`src/rtl/multicycle_control.sv`:
```
// ----------------------------------------------------------------------------
// multicycle_control
//   Main control FSM for the multicycle MIPS datapath. It decodes the IR
//   opcode and steps each instruction through FETCH / DECODE / EXECUTE /
//   MEM / WB. Along the way it drives the datapath selects, the write
//   enables and the 2-bit ALUOp code that ALU control consumes.
//   ALUOp: 00 = add (address / PC+4), 01 = sub (beq compare),
//          10 = use the funct field (R-type).
//
// Parameters
//   MEM_WAIT_EN  1: FETCH/MEMRD/MEMWR hold until mem_ready=1
//                0: mem_ready is ignored and treated as always 1
//
// Ports
//   clk, rst_n          clock (rising edge), async active-low reset
//   opcode[5:0]         IR[31:26], only looked at in DECODE
//   mem_ready           memory completes its access this cycle
//   PCWrite, Branch     unconditional / zero-conditional PC load
//   PCSrc[1:0]          00 ALU result, 01 ALUOut, 10 jump target
//   IorD                0 PC addresses memory, 1 ALUOut addresses memory
//   MemWrite, IRWrite   memory write strobe, IR load
//   RegDst, MemtoReg    0 rt / 1 rd ; 0 ALUOut / 1 MDR
//   RegWrite            register file write
//   ALUSrcA             0 PC, 1 A
//   ALUSrcB[1:0]        00 B, 01 const 4, 10 sext imm, 11 sext imm<<2
//   ALUOp[1:0]          to ALU control
//   instr_done          high on the final cycle of every instruction
//   illegal_op          one-cycle pulse in DECODE for an unsupported opcode
//   state[3:0]          current state encoding, for debug
// ----------------------------------------------------------------------------
module multicycle_control #(
  parameter bit MEM_WAIT_EN = 1'b1
) (
  input  logic       clk,
  input  logic       rst_n,
  input  logic [5:0] opcode,
  input  logic       mem_ready,
  output logic       PCWrite,
  output logic       Branch,
  output logic [1:0] PCSrc,
  output logic       IorD,
  output logic       MemWrite,
  output logic       IRWrite,
  output logic       RegDst,
  output logic       MemtoReg,
  output logic       RegWrite,
  output logic       ALUSrcA,
  output logic [1:0] ALUSrcB,
  output logic [1:0] ALUOp,
  output logic       instr_done,
  output logic       illegal_op,
  output logic [3:0] state
);

  typedef enum logic [3:0] {
    FETCH  = 4'd0,
    DECODE = 4'd1,
    MEMADR = 4'd2,
    MEMRD  = 4'd3,
    MEMWB  = 4'd4,
    MEMWR  = 4'd5,
    EXEC   = 4'd6,
    ALUWB  = 4'd7,
    BRANCH = 4'd8,
    ADDIEX = 4'd9,
    ADDIWB = 4'd10,
    JUMP   = 4'd11
  } state_t;

  localparam logic [5:0] OP_R    = 6'b000000;
  localparam logic [5:0] OP_J    = 6'b000010;
  localparam logic [5:0] OP_BEQ  = 6'b000100;
  localparam logic [5:0] OP_ADDI = 6'b001000;
  localparam logic [5:0] OP_LW   = 6'b100011;
  localparam logic [5:0] OP_SW   = 6'b101011;

  state_t cur_state;
  logic   is_sw;
  logic   ready;
  logic   op_legal;

  // With the handshake disabled, every memory access finishes in one cycle.
  assign ready    = MEM_WAIT_EN ? mem_ready : 1'b1;
  assign op_legal = (opcode == OP_R)   || (opcode == OP_J)  ||
                    (opcode == OP_BEQ) || (opcode == OP_ADDI) ||
                    (opcode == OP_LW)  || (opcode == OP_SW);
  assign state    = cur_state;

  // State register and next-state sequencing. The lw/sw distinction is
  // captured in DECODE, because the IR opcode may not be stable by MEMADR.
  always_ff @(posedge clk or negedge rst_n) begin
    if (!rst_n) begin
      cur_state <= FETCH;
      is_sw     <= 1'b0;
    end else begin
      case (cur_state)
        FETCH:  if (ready) cur_state <= DECODE;
        DECODE: begin
          is_sw <= (opcode == OP_SW);
          case (opcode)
            OP_LW, OP_SW: cur_state <= MEMADR;
            OP_R:         cur_state <= EXEC;
            OP_BEQ:       cur_state <= BRANCH;
            OP_ADDI:      cur_state <= ADDIEX;
            OP_J:         cur_state <= JUMP;
            default:      cur_state <= FETCH;
          endcase
        end
        MEMADR: cur_state <= is_sw ? MEMWR : MEMRD;
        MEMRD:  if (ready) cur_state <= MEMWB;
        MEMWR:  if (ready) cur_state <= FETCH;
        EXEC:   cur_state <= ALUWB;
        ADDIEX: cur_state <= ADDIWB;
        default: cur_state <= FETCH;
      endcase
    end
  end

  // Outputs are decoded from the state register. The only inputs that are
  // allowed to leak through are the memory handshake and the opcode legality
  // check in DECODE. Everything is forced to zero while reset is asserted,
  // so no write enable can survive an abort, even for the remainder of the cycle.
  always_comb begin
    PCWrite    = 1'b0;
    Branch     = 1'b0;
    PCSrc      = 2'b00;
    IorD       = 1'b0;
    MemWrite   = 1'b0;
    IRWrite    = 1'b0;
    RegDst     = 1'b0;
    MemtoReg   = 1'b0;
    RegWrite   = 1'b0;
    ALUSrcA    = 1'b0;
    ALUSrcB    = 2'b00;
    ALUOp      = 2'b00;
    instr_done = 1'b0;
    illegal_op = 1'b0;
    if (rst_n) begin
      case (cur_state)
        FETCH: begin
          ALUSrcB = 2'b01;
          IRWrite = ready;
          PCWrite = ready;
        end
        DECODE: begin
          ALUSrcB    = 2'b11;
          illegal_op = ~op_legal;
          instr_done = ~op_legal;
        end
        MEMADR: begin
          ALUSrcA = 1'b1;
          ALUSrcB = 2'b10;
        end
        MEMRD: IorD = 1'b1;
        MEMWB: begin
          MemtoReg   = 1'b1;
          RegWrite   = 1'b1;
          instr_done = 1'b1;
        end
        MEMWR: begin
          IorD       = 1'b1;
          MemWrite   = 1'b1;
          instr_done = ready;
        end
        EXEC: begin
          ALUSrcA = 1'b1;
          ALUOp   = 2'b10;
        end
        ALUWB: begin
          RegDst     = 1'b1;
          RegWrite   = 1'b1;
          instr_done = 1'b1;
        end
        BRANCH: begin
          ALUSrcA    = 1'b1;
          ALUOp      = 2'b01;
          Branch     = 1'b1;
          PCSrc      = 2'b01;
          instr_done = 1'b1;
        end
        ADDIEX: begin
          ALUSrcA = 1'b1;
          ALUSrcB = 2'b10;
        end
        ADDIWB: begin
          RegWrite   = 1'b1;
          instr_done = 1'b1;
        end
        JUMP: begin
          PCSrc      = 2'b10;
          PCWrite    = 1'b1;
          instr_done = 1'b1;
        end
        default: ;
      endcase
    end
  end

endmodule

```
`config.mk`:
```
export PLATFORM = sky130hd
export DESIGN_NAME = multicycle_control
export DESIGN_NICKNAME = d
export VERILOG_FILES = /design/src/rtl/multicycle_control.sv
export SDC_FILE = /design/constraint.sdc
export NUM_CORES = 1
export LEC_CHECK = 0
export CAP_MARGIN = 10
export CORE_UTILIZATION = 40
export CTS_CLUSTER_DIAMETER = 50
export DETAILED_ROUTE_END_ITERATION = 16
export GPL_TIMING_DRIVEN = 0
export MAX_ROUTING_LAYER = met4
export PLACE_DENSITY = 0.81
export SKIP_CTS_REPAIR_TIMING = 1
export SLEW_MARGIN = 20
export SYNTH_ARGS = -nofsm -noshare
export SYNTH_HDL_FRONTEND = slang
export SYNTH_SLANG_ARGS = --single-unit
```
`constraint.sdc`:
```
create_clock -name clk -period 2.15 [get_ports clk]
set_clock_uncertainty 0.2 [all_clocks]
set_input_delay 0.43 -clock clk [delete_from_list [all_inputs] [get_ports clk]]
set_output_delay 0.43 -clock clk [all_outputs]
set_load 0.005 [all_outputs]
```
==> results.md, run 1 <==
- The flow ran to the end, but the final reports show violations.
- The final reports fail on setup timing.
- The most used flip-flop cell after synthesis is dfrtp_1.
- The max-slew violation count is 0.
- The synthesized design contains 0 enable-type register cells.
- The longest clock path from root to sink contains 2 buffers.
- The total placed cells including tap cells is ~140.
- The count of buffers added on input and output ports is 29.
- After the first detailed-routing iteration, the DRC count stood at 25.
- Synthesis inferred 5 register bits.
- The maximum vdd ir drop is 0.000637 V.
- The critical path goes through buf_4 -> or4b_4 -> nand3b_1 -> a21oi_1 -> buf_2.
- The growth of design area from synthesis to finish is 77.9%.
- The analysis attributes to cell leakage a power of about 0.59 nW.
- The startpoint identified for the worst hold timing path is is_sw$_DFFE_PN0P_.
- The number of antenna violations at the first check in global routing is 0.
- Sorting the synthesized cells by area gives the leading types as dfrtp_1 20%, nor2_1 8.8%, nand2b_1 7.8%.
- The number of nets produced by synthesis is 102.
- The final cell utilization of the core is 75.5%.
- The HPWL after detailed placement is 1.34 mm.
- Clock tree synthesis inserted a total of 3 buffers.
- On the worst path, the slowest cell contributes a delay of 500 ps.
- Setup repair after global routing could not meet its margin everywhere.
- The top-area cell type share of the netlist area is 19.6%.
- Wires add up to ~2.2 mm.
- Dividing the detail-routed wire length by the instance count gives ~15 µm.
- The area of the core is 0.00151 mm².
- The critical path's slowest cell is or4b_4.
- The number of antenna cells inserted is 0.
- The detailed router put a total of 934 µm of wire on met1.
- The startpoint identified for the worst register-to-register timing path is state[1]$_DFFE_PN0P_.
- By count the netlist is led by 15 x nor2_1, 8 x nand2_1, 8 x nand2b_1, 7 x nor3_1.
- Clock-pin slew was measured on the worst setup and hold paths at about 40 ps.
- Once detail routing completed, the nets flagged for antenna violations numbered 0.
- The floorplan row count is 14.
- The clock root buffer is clkbuf_4.
- The highest routed metal layer is met4.
- The count of vias placed by the detailed router is roughly 900.
- For this run, the top clock speed supported by timing is slightly above 0.4 GHz.
- At the pin with the least slew margin, the transition time is 312 ps.
- The arrival time reported for the critical path endpoint is roughly 1800 ps.
- A synthesized cell averages 6.87 µm².
- The initial utilization of the core area, before any placement, comes to 42.4%.
- The worst setup path is captured at an output pin.
- STA classifies the critical path startpoint as a register.
- The tool flagged a number of max-cap violations equal to 0.
- The global placement routability congestion is 0.821.
- Counting both buffers and inverters, the worst setup path holds a total of 2.
- Of all flip-flops after synthesis, the portion carrying an async set or reset was between 90% and 100%.
- The die width is 42.0 µm.
- The headroom to the max-slew limit is between 70% and 80%.
- The met2 routed wirelength is 1.08 mm.
- The global-route wire length before repair is about 3.0 mm.
- The cell family with the largest share of critical-path delay is simple AND/OR/NAND/NOR gates.
- The total number of clock tree sinks is 5.
- The number of endpoints with negative hold slack in the final report was 0.
- The synthesized netlist occupies a cell area of 639 µm².
- The type of the worst min-delay path is register to register.
- Tracing the worst setup path back leads to its startpoint at state[1]$_DFFE_PN0P_.
- Power spread over the standard cell area amounts to 914 mW/mm².
- Yosys instantiated no cell more often than nor2_1.
- The finished layout holds 149 standard cells, fillers aside.
- Cells with a size suffix above 1 make up 29.3% of the layout.
- Along the worst path, the maximum fanout reaches 4.
- Entering global routing, the biggest net connects 13 pins.
- The via count of the first global-routing pass is 689.
- Of the synthesized area, sequential elements account for 19.6%.
- The floorplan step defined a die boundary enclosing between 0.0015 and 0.002 mm².
- The count of final setup violators is 6.
- Global routing used 23.3% of the available tracks across all layers.
- By startpoint and endpoint, the worst setup path is classified as register to output pin.
- The post-route worst setup slack is -279 ps.
- The remaining design rule violation count is 0.
- The synthesized netlist cell count is 93.
- During synthesis, Yosys emitted a total of 0 warnings.
- The largest total area in the synthesized netlist belongs to dfrtp_1.
- The final total negative setup slack is -1290 ps.
- TritonCTS built the clock tree.
- The share of the cycle needed by the critical path after routing is 113%.
- At the worst endpoint, the required time is 1520 ps.
- The CTS H-tree depth is 1.
- The I/O pin count is 30.
- The post-synthesis cell type count is 33.
- Dividing the detail-routed via count by the number of cells gives 5.94.
- The total grt overflow is 0.
- The tightest hold path in the finished design has a slack of roughly 320 ps.
- The overall die height is 42.0 µm.
- The routed design could run at a clock period as short as roughly 2400 ps.
- The first detailed-routing pass took 5 iterations.
- The post-layout net count is 143.
- The routed design uses 138 µm of met3 wire.
- For the worst-skew pair, the clock arrives at the later sink with an insertion delay of 250 ps.
==> state kept, by name, indices dropped and copies added (netlist names) <==
register / flops
is_sw: 1
state: 4
==> cell usage in the layout, fill, tap and decap left out, types with 2 or more instances in the layout <==
cell,count
clkbuf_2,2
dlymetal6s2s_1,11
dfrtp_1,3
nand2b_1,4
nor3_1,5
nor3_4,2
nor2_1,14
o211ai_1,2
nand2_1,7
clkdlybuf4s50_1,13
clkbuf_4,3
nand2b_4,3
dfrtp_2,2
inv_1,2
o21ai_0,6
buf_2,2
xor2_1,2
a21oi_1,6
buf_4,10
nand3b_1,3
nor4_2,2
buf_6,3
==> final timing paths <==
| check | endpoint | slack, ps | depth (start not counted) |
|---|---|---|---|
| max in group asynchronous | state[3]$_DFFE_PN0P_ | 1010 | 2 |
| worst max register to register | state[2]$_DFFE_PN0P_ | 240 | 6 |
| worst min register to register | is_sw$_DFFE_PN0P_ | 320 | 1 |
| worst max-delay path | instr_done | -280 | 5 |
| min in group asynchronous | state[2]$_DFFE_PN0P_ | 530 | 2 |
| worst min-delay path | is_sw$_DFFE_PN0P_ | 320 | 1 |
==> cells by family (layout without fill, tap and decap cells) <==
kind of cell	Yosys count	in the layout	share of synthesized area (%)
buffers and inverters	9	49	7.63
flip-flops	5	5	19.6
AO/OA/AOI/OAI	24	24	25.0
AND/OR/NAND/NOR	52	52	43.6
XOR/XNOR	3	3	4.11
==> power by group <==
part	total [mW]	leakage, nW	switching, mW	internal, mW
Sequential	0.168	0.0647	0.0470	0.121
Clock	0.112	0.0150	0.0417	0.0704
Combinational	0.760	0.515	0.360	0.399
Total	1.04	0.595	0.449	0.591
==> through the flow <==
stage	area, µm²	power, mW	setup WS (ps)
after detailed placement	950	0.737	-890
after global placement	950	0.731	-854
after global routing	1140	1.12	-361
after floorplan	639	0.502	169
final	1140	1.04	-279
after CTS	976	0.854	-892
==> final cells by class <==
type / instances / area, µm²
Timing Repair Buffer: 36 / 353
Buffer: 7 / 68.8
Multi-Input combinational cell: 79 / 534
Sequential cell: 5 / 128
Tap cell: 16 / 20.0
Fill cell: 109 / 369
Inverter: 2 / 7.51
Clock buffer: 4 / 26.3
==> metal layers <==
layer | up-vias | track usage (%)
li1 | 412 | -
met1 | 412 | 29.9
met2 | 49 | 35.6
met3 | 12 | 6.47
met4 | 0 | 7.74
met5 | - | -
Power figures use the tool's default switching activity.
==> run 2, diff against run 1 <==
--- a/config.mk
+++ b/config.mk
@@ -6,12 +6,12 @@
 export NUM_CORES = 1
 export LEC_CHECK = 0
 export CAP_MARGIN = 10
-export CORE_UTILIZATION = 40
+export CORE_UTILIZATION = 25
 export CTS_CLUSTER_DIAMETER = 50
 export DETAILED_ROUTE_END_ITERATION = 16
 export GPL_TIMING_DRIVEN = 0
 export MAX_ROUTING_LAYER = met4
-export PLACE_DENSITY = 0.81
+export PLACE_DENSITY = 0.56
 export SKIP_CTS_REPAIR_TIMING = 1
 export SLEW_MARGIN = 20
 export SYNTH_ARGS = -nofsm -noshare
==> run 2 against run 1 <==
The run still ends with setup timing left. Die area rose by 57%. Count of clock-buffer cells in the layout shrank 1. Sequential share of layout area is 0.46 points lower. Combinational power is 2% higher. Clock power is essentially flat. Sequential cell count unchanged. Core utilization is 23 points lower. Global-route usage decreased by 8.1 points. Final cell count up 11%. Worst hold slack improved by 11 ps. First-iteration DRC count shrank 60%. Final area increased by 6.3%. Largest power group unchanged.
==> results.md, run 2 (synthesis gave the netlist of run 1 again) <==
- The headroom to the max-slew limit is 73.3% (-5.8 points).
- The remaining antenna violation count after routing came to 0 (unchanged).
- The worst-case clock buffer depth is 2 (unchanged).
- The global placement routability congestion was 0.782 (-4.7%).
- The worst setup slack before clock tree synthesis was -899 ps (-8.83 ps).
- The flip-flop count of the largest register after layout came to 4 (unchanged).
- The count of final setup violators is 2 (-4).
- The max capacitance violation total is 0 (unchanged).
- The pin count of the biggest net entering global routing was 13 (unchanged).
- The final routed wirelength across all metal layers was 2.15 mm (-3.2%).
- The overall die height is 52.6 µm (+25%).
- The library cell used most frequently in the layout, excluding fill and tap cells, is dlymetal6s2s_1.
- The final reports fail on setup timing.
- The data required time at the worst endpoint is 1520 ps (about the same).
- The count of routing violations after the opening detailed-route iteration is 10 (-60%).
- The floorplan row count was 17 (+3).
- The root buffer cell chosen for the clock tree is clkbuf_4.
- The final cell count without fillers was 166 (+11%).
- The I/O pin count came to 30 (unchanged).
- The die area was 0.00276 mm² (+57%).
- The static leakage power was 0.736 nW (+24%).
- The starting utilization of the core area is 27.6% (-15 points).
- The die width is 52.6 µm (+25%).
- The cell count of the worst reg-to-reg path came to 6 (unchanged).
- The count of vias placed by the detailed router is 840 (-5.1%).
- The total placed cells including tap cells is 150 (+8.7%).
- The number of buffers inserted during clock tree synthesis is 3 (unchanged).
- The number of antenna violations at the first check in global routing is 0 (unchanged).
- The maximum operating frequency is 0.424 GHz (+3.1%).
- Following the worst setup path forward leads to its endpoint at instr_done.
- The max-slew violation count is 0 (unchanged).
- The final routed wire length divided by cell count came to 13.0 µm (-13%).
- The average via count per standard cell is 5.06 (-15%).
- The post-route worst setup slack is -207 ps (+72.4 ps).
- The TritonCTS clock tree is built.
- The worst setup path is captured at an output pin.
- The HPWL after detailed placement is 1.42 mm (+5.9%).
- The post-layout net count is 148 (+3.5%).
- The slew at the pin closest to its max-slew limit is 398 ps (+85.8 ps).
- The arrival time reported for the critical path endpoint is 1730 ps (-70 ps).
- The startpoint type of the worst setup path is a register.
- The number of antenna cells inserted came to 0 (unchanged).
- The startpoint of the most critical hold path is is_sw$_DFFE_PN0P_.
- The number of search-and-repair iterations in the first detailed-routing pass is 4 (-1).
- The final hold slack is 334 ps (+11.1 ps).
- The final cell utilization of the core was 52.1% (-23 points).
- In the layout the commonest cells are 19 x dlymetal6s2s_1, 14 x buf_4, 13 x nor2_1, 7 x nand2_1.
- The flop-to-flop setup slack came to 190 ps (-50 ps).
- The global-route total usage across every layer is 15.3% (-8.1 points).
- The maximum vdd ir drop is 0.000476 V (-25%).
- The endpoint identified for the worst register-to-register timing path is state[1]$_DFFE_PN0P_.
- The layout cell share with drive strength beyond 1 is 34.1% (+4.7 points).
- From synthesis to final layout, the design area changed by 89.0%.
- The category of the critical setup timing path is register to output pin.
- The worst register-to-register path begins at state[3]$_DFFE_PN0P_.
- Setup repair after global routing could not meet its margin everywhere.
- The clock network latency to the later pin of the worst-skew pair is 250 ps (about the same).
- The cell area power density is 872 mW/mm² (-4.7%).
- The total grt overflow is 0 (unchanged).
- The via count of the first global-routing pass came to 719 (+4.4%).
- Tracing the worst setup path back leads to its startpoint at state[3]$_DFFE_PN0P_.
- The number of endpoints with negative hold slack in the final report was 0 (unchanged).
- The global-route wire length before repair is 3.04 mm (-0.43%).
- The share of the cycle needed by the critical path after routing came to 110% (-3.4 points).
- The final period demand of the worst path is 2360 ps (-72.4 ps).
- The CTS H-tree depth is 1 (unchanged).
- The flow ran to the end, but the final reports show violations.
- The maximum fanout encountered on the critical timing path is 7 (+3).
- The clock transition time at the flip-flop clock pins of the worst setup and hold paths is 50 ps (about the same).
- The number of port buffers is 29 (unchanged).
- In this run the worst hold path is classified as register to register.
- The total number of clock tree sinks came to 5 (unchanged).
- The area of the core is 0.00232 mm² (+54%).
- The remaining design rule violation count is 0 (unchanged).
-- run 2: cell types whose count changed in the layout (fill, tap and decap cells not counted), moves of 2 or more --
cell | before | now
buf_4 | 10 | 14
clkdlybuf4s50_1 | 13 | 6
dlymetal6s2s_1 | 11 | 19
dfrtp_1 | 3 | 1
dfrtp_2 | 2 | 4
-- run 2: metrics by stage --
stage               total power, mW  cell area [µm²]  setup TNS, ps
global route                   1.14             1210           -565
finish                         1.05             1210           -355
detailed placement            0.737              965         -10140
floorplan                     0.502              639              0
global placement              0.744              965         -10330
CTS                           0.854              992         -10370
-- run 2: where the power goes --
group / switching, mW / internal [mW] / leakage [nW] / total [mW]
Combinational: 0.351 / 0.423 / 0.657 / 0.774
Clock: 0.0463 / 0.0677 / 0.0177 / 0.114
Sequential: 0.0414 / 0.124 / 0.0615 / 0.165
-- run 2: worst max-delay path, cell delays in order, from the launching register on --
cell and delay (ps):
dfrtp_2 460, or4b_4 550, nand3b_1 190, a21oi_1 150, buf_2 130
-- run 2: area by class of cell --
| class | count | area [µm²] |
|---|---|---|
| sequential | 5 | 130 |
| clock inverter | 1 | 5.00 |
| buffer | 6 | 53.8 |
| inverter | 2 | 7.51 |
| fill | 216 | 1110 |
| clock buffer | 3 | 22.5 |
| tap | 28 | 35.0 |
| timing repair buffer | 42 | 418 |
| multi-input combinational | 79 | 537 |
-- run 2: how the worst min path moves through the flow --
stage	end	slack, ps	cells after the start
after floorplan	is_sw$_DFFE_PN0P_	-70	0
after global placement	is_sw$_DFFE_PN0P_	320	1
after detailed placement	is_sw$_DFFE_PN0P_	320	1
after CTS	state[0]$_DFFE_PN0P_	310	1
after global routing	is_sw$_DFFE_PN0P_	360	1
final	is_sw$_DFFE_PN0P_	330	1
-- run 2: metal layers --
metal	part of all wire, %	track usage [%]	vias to the layer above
li1	-	-	421
met1	43	18.2	397
met2	52	25.5	22
met3	4.3	4.64	0
met4	0	2.63	0
met5	0	-	-
==> run 3, diff against run 2 <==
--- a/config.mk
+++ b/config.mk
@@ -6,12 +6,12 @@
 export NUM_CORES = 1
 export LEC_CHECK = 0
 export CAP_MARGIN = 10
-export CORE_UTILIZATION = 25
+export CORE_UTILIZATION = 40
 export CTS_CLUSTER_DIAMETER = 50
 export DETAILED_ROUTE_END_ITERATION = 16
 export GPL_TIMING_DRIVEN = 0
 export MAX_ROUTING_LAYER = met4
-export PLACE_DENSITY = 0.56
+export PLACE_DENSITY = 0.81
 export SKIP_CTS_REPAIR_TIMING = 1
 export SLEW_MARGIN = 20
 export SYNTH_ARGS = -nofsm -noshare
==> results of run 3 <==
The final DEF is identical to that of run 1; final timing and power are the same.
